===== config.mk =====
export PLATFORM = sky130hd
export DESIGN_NAME = la_clkgate_ctrl
export DESIGN_NICKNAME = d
export VERILOG_FILES = /design/src/rtl/la_clkgate_ctrl.sv
export SDC_FILE = /design/constraint.sdc
export NUM_CORES = 1
export LEC_CHECK = 0
export BUFFER_PORTS_ARGS = -buffer_cell sky130_fd_sc_hd__buf_4
export CAP_MARGIN = 20
export CORE_MARGIN = 10
export CORE_UTILIZATION = 45
export DETAILED_ROUTE_END_ITERATION = 12
export PLACE_DENSITY = 0.72
export SLEW_MARGIN = 20
export SYNTH_ARGS = -nofsm -noshare
export SYNTH_HDL_FRONTEND = slang
export SYNTH_SLANG_ARGS = --single-unit

===== constraint.sdc =====
create_clock -name clk -period 2.4 [get_ports clk]
set_input_delay 0.48 -clock clk [delete_from_list [all_inputs] [get_ports clk]]
set_output_delay 0.48 -clock clk [all_outputs]
set_load 0.05 [all_outputs]

===== src/rtl/la_clkgate_ctrl.sv =====
// Clock-gating enable controller: produces the registered enable for the ICG latch/AND stage.
// Optional gated-cycle statistics counter enabled by defining LA_CLKGATE_STATS_EN.
module la_clkgate_ctrl #(
  parameter string PROP = "DEFAULT",
  parameter int    CW   = 8,
  parameter int    WAKE = 2
) (
  input  logic          clk,
  input  logic          nreset,
  input  logic          busy,
  input  logic          req,
  input  logic [CW-1:0] idle_cycles,
  input  logic          testen,
  input  logic          stats_clr,
  output logic          en,
  output logic          ack,
  output logic          gated,
  output logic [31:0]   gated_count
);

  typedef enum logic [1:0] {
    S_RUN   = 2'd0,
    S_IDLE  = 2'd1,
    S_GATED = 2'd2,
    S_WAKE  = 2'd3
  } state_t;

  state_t        state, state_nxt;
  logic [CW-1:0] icnt, icnt_nxt;
  logic [CW-1:0] wcnt, wcnt_nxt;
  logic          en_q;
  logic          ack_nxt;
  logic          act;

  // Any activity (local or neighbour request) keeps or brings the clock back.
  assign act = busy | req;

  always_comb begin
    state_nxt = state;
    icnt_nxt  = icnt;
    wcnt_nxt  = wcnt;
    case (state)
      S_RUN: begin
        // A held req/ack handshake implies req=1, so act already pins RUN.
        if (!act && (idle_cycles != '0)) begin
          state_nxt = S_IDLE;
          icnt_nxt  = idle_cycles;
        end
      end
      S_IDLE: begin
        if (act) begin
          state_nxt = S_RUN;
        end else if (icnt == CW'(1)) begin
          state_nxt = S_GATED;
        end else begin
          icnt_nxt = icnt - CW'(1);
        end
      end
      S_GATED: begin
        if (act) begin
          if (WAKE != 0) begin
            state_nxt = S_WAKE;
            wcnt_nxt  = CW'(WAKE);
          end else begin
            state_nxt = S_RUN;
          end
        end
      end
      S_WAKE: begin
        // Wake runs to completion even if busy/req drop meanwhile.
        if (wcnt <= CW'(1)) begin
          state_nxt = S_RUN;
        end else begin
          wcnt_nxt = wcnt - CW'(1);
        end
      end
      default: state_nxt = S_RUN;
    endcase
  end

  // ack only rises when landing in RUN with req still up; drops as soon as req does.
  assign ack_nxt = req & (ack | (state_nxt == S_RUN));

  always_ff @(posedge clk or negedge nreset) begin
    if (!nreset) begin
      state <= S_RUN;
      icnt  <= '0;
      wcnt  <= '0;
      en_q  <= 1'b1;
      gated <= 1'b0;
      ack   <= 1'b0;
    end else begin
      state <= state_nxt;
      icnt  <= icnt_nxt;
      wcnt  <= wcnt_nxt;
      en_q  <= (state_nxt != S_GATED);
      gated <= (state_nxt == S_GATED);
      ack   <= ack_nxt;
    end
  end

  assign en = en_q | testen;

`ifdef LA_CLKGATE_STATS_EN
  logic [31:0] gcnt;

  always_ff @(posedge clk or negedge nreset) begin
    if (!nreset) begin
      gcnt <= '0;
    end else if (stats_clr) begin
      gcnt <= '0;
    end else if ((state == S_GATED) && (gcnt != 32'hFFFF_FFFF)) begin
      gcnt <= gcnt + 32'd1;
    end
  end

  assign gated_count = gcnt;
`else
  assign gated_count = '0;
`endif

  // PROP is a pass-through tag; stats_clr is only consumed by the stats build.
  logic unused;
  assign unused = ^{stats_clr, (PROP != "")};

endmodule


==> run summary <==
VDD IR max: 0.636 mV
Hold/Removal Path Class: in -> async
first-pass GRT wire length: 5.78 mm
pre-CTS setup slack: 0.240 ns
reg-to-reg endpoint: icnt[1]
Max FO, Critical Path: 9
routed wire length: 3.38 mm
Routability Congestion: 0.868
Pre-Repair DR Iteration Count: 4
Setup crit start kind: flip-flop
normalized max-slew margin: 0.594
die width: 78 µm
Worst-path clk slew: 0.12 ns
Reg2Reg Depth: 4
syn_area_per_cell: 9.01 µm²
CTS H-tree lvls: 1
Synth Register Bits: 21
Synth Instances: 168
Via Count: 1,208
library cells used by synthesis: 41
minimum clock period: 2.05 ns
fmax: 488 MHz
CP required: 2.63 ns
share of the synthesized area in the top cell type: 0.331
All-Layer GR Usage: 0.112
Total Nets Final: 202
Setup crit end: icnt[1]
max-slew violations: 0
Filler cells: 329
Max stage delay on crit path: 0.56 ns
skew final: 0.00963 ns
number of global-route vias before repair: 1,281
slowest CP cell: nor4_1
synthesis-to-layout area growth: 5.21%
r2r startpoint: icnt[3]
WL met2: 1.90 mm
ANT nets after route: 0
Root Buffer: clkbuf_4
synthesized area: 1510 µm²
number of flops mapped to enable cells by yosys: 0
# rows: 21
Post-CTS Setup Bufs: 0
predominant post-synthesis flop cell: dfrtp_1
Critical Path, Cell by Cell: nor4_1, a311oi_2, nor2_2, mux2i_1
post-CTS sizing: 0
P per Cell Area: 1060 nW/µm²
Worst setup startpoint: icnt[3]
Avg Vias per Cell: 5.28
endpoints failing setup: 0
DR WL met3: 167 µm
post-synthesis sequential area ratio: 0.348
layout cells sized above 1: 0.197
TritonCTS clock tree: built
commonest non-fill, non-tap cells in the layout: conb_1 (32), dfrtp_1 (20), buf_4 (20)
Leak: 0.716 nW
post-cts hold buffer count: 0
status: completed
cts bufs inserted: 3
ys async rst share: 1.00
most common cell after layout, fill and taps aside: conb_1
average wire per standard cell: 14.8 µm
HPWL Detailed: 2.70 mm
Detailed Route Iter0 Violations: 55
Syn. warnings: 0
met1 wire length: 1.29 mm
max-capacitance violation count: 0
r2r setup slk: 0.35 ns
grt total ovfl: 0
antenna violations before repair: 0
final worst path period share: 0.854
I/O Pins: 49
area of the multi-input gates: 810 µm²
ANT cells: 0
core area: 3280 µm²
unrepaired setup endpoints after global routing: no
final setup margin: 0.350 ns
DRC: 0
clk buf depth: 2
die area: 6080 µm²
worst skew pair latency: 0.31 ns
initial core utilization: 0.461
FF+latch area: 527 µm²
Worst setup EP type: flip-flop
clk sink count: 21
cell taking the most area after synthesis: dfrtp_1
# port buffers: 15
DR top layer: met4
critical path class: reg -> reg
Hold Violations, Final: 0
largest cells by area after synthesis: dfrtp_1 (33%), buf_4 (16%), a21oi_1 (4.0%)
Worst-Margin Slew: 0.604 ns
Arrival @ worst endpoint: 2.28 ns
Post-Route Setup TNS: 0 ns
Die Y: 78 µm
pin count of the biggest net entering global routing: 22
-- cell usage after synthesis, types with 2 or more instances --
| cell type | count |
|---|---|
| nor3_1 | 4 |
| clkbuf_1 | 4 |
| mux2i_1 | 3 |
| nor4_1 | 7 |
| o22ai_1 | 4 |
| nand2_1 | 4 |
| nand2b_1 | 2 |
| a21oi_1 | 12 |
| buf_2 | 2 |
| or2_2 | 4 |
| ha_1 | 4 |
| dfrtp_1 | 20 |
| buf_4 | 32 |
| o2bb2ai_1 | 6 |
| nor2_1 | 8 |
| inv_1 | 6 |
| or4_1 | 2 |
| nor2b_1 | 3 |
| or4_2 | 2 |
| o31ai_1 | 5 |
| o21ai_0 | 10 |
| or3_1 | 5 |
-- worst max-delay path: cells and delay by family, from the launching register on --
kind / cells / cell delay [ns]
and+or+nand+nor: 2 / 0.98
AOI/OAI and AO/OA: 1 / 0.28
DFF: 1 / 0.48
muxes: 1 / 0.23
-- flip-flops by register name (all words and copies together), names as in the netlist --
signal  cells
ack         1
en_q        1
gated       1
icnt        8
state       2
wcnt        8
-- how the worst min path moves through the flow --
stage	cells after the start	endpoint	start	slack [ns]
detailed placement	1	wcnt[4]	nreset	0.38
global route	1	icnt[6]	nreset	0.03
global placement	1	wcnt[6]	nreset	0.38
CTS	1	icnt[4]	nreset	0.04
floorplan	0	ack	nreset	0.18
finish	1	wcnt[6]	nreset	0.03
-- metrics by stage --
stage	cell area, µm²	hold slack, ns	cells	util	power (mW)
after floorplan	1630	0.184	199	-	1.36
after global placement	1560	0.379	225	0.476	1.46
after detailed placement	1560	0.383	225	0.476	1.51
after CTS	1590	0.0363	229	0.484	1.69
after global routing	1590	0.0295	229	0.485	1.84
final	1590	0.0322	229	0.485	1.69
-- routing by layer --
layer	up-vias	track usage
li1	577	-
met1	595	0.116
met4	0	0.0376
met5	-	0
met3	4	0.0346
met2	32	0.207
-- layout make-up --
| class | count | share of cell area |
|---|---|---|
| inverter | 6 | 0.0141 |
| multi-input combinational | 132 | 0.508 |
| clock buffer | 4 | 0.0165 |
| timing repair buffer | 20 | 0.0943 |
| tap | 46 | 0.0361 |
| sequential | 21 | 0.331 |
-- power by group --
group	switching (mW)	internal [mW]	leakage, nW
clock	0.109	0.0648	0.0150
sequential	0.168	0.491	0.266
combinational	0.546	0.309	0.435
-- cell families (layout without fill, tap and decap cells) --
logic type	count (synthesis)	after routing	share of synthesized area
adders and majority gates	4	4	0.0331
xor gates and xnor gates	1	1	0.00579
and+or+nand+nor	47	47	0.184
DFF	21	21	0.348
muxes	3	3	0.0198
buffers and inverters	46	30	0.196
AOI/OAI and AO/OA	45	45	0.211
other	1	32	0.00248
Note: power is estimated with default switching activity, not from simulation.
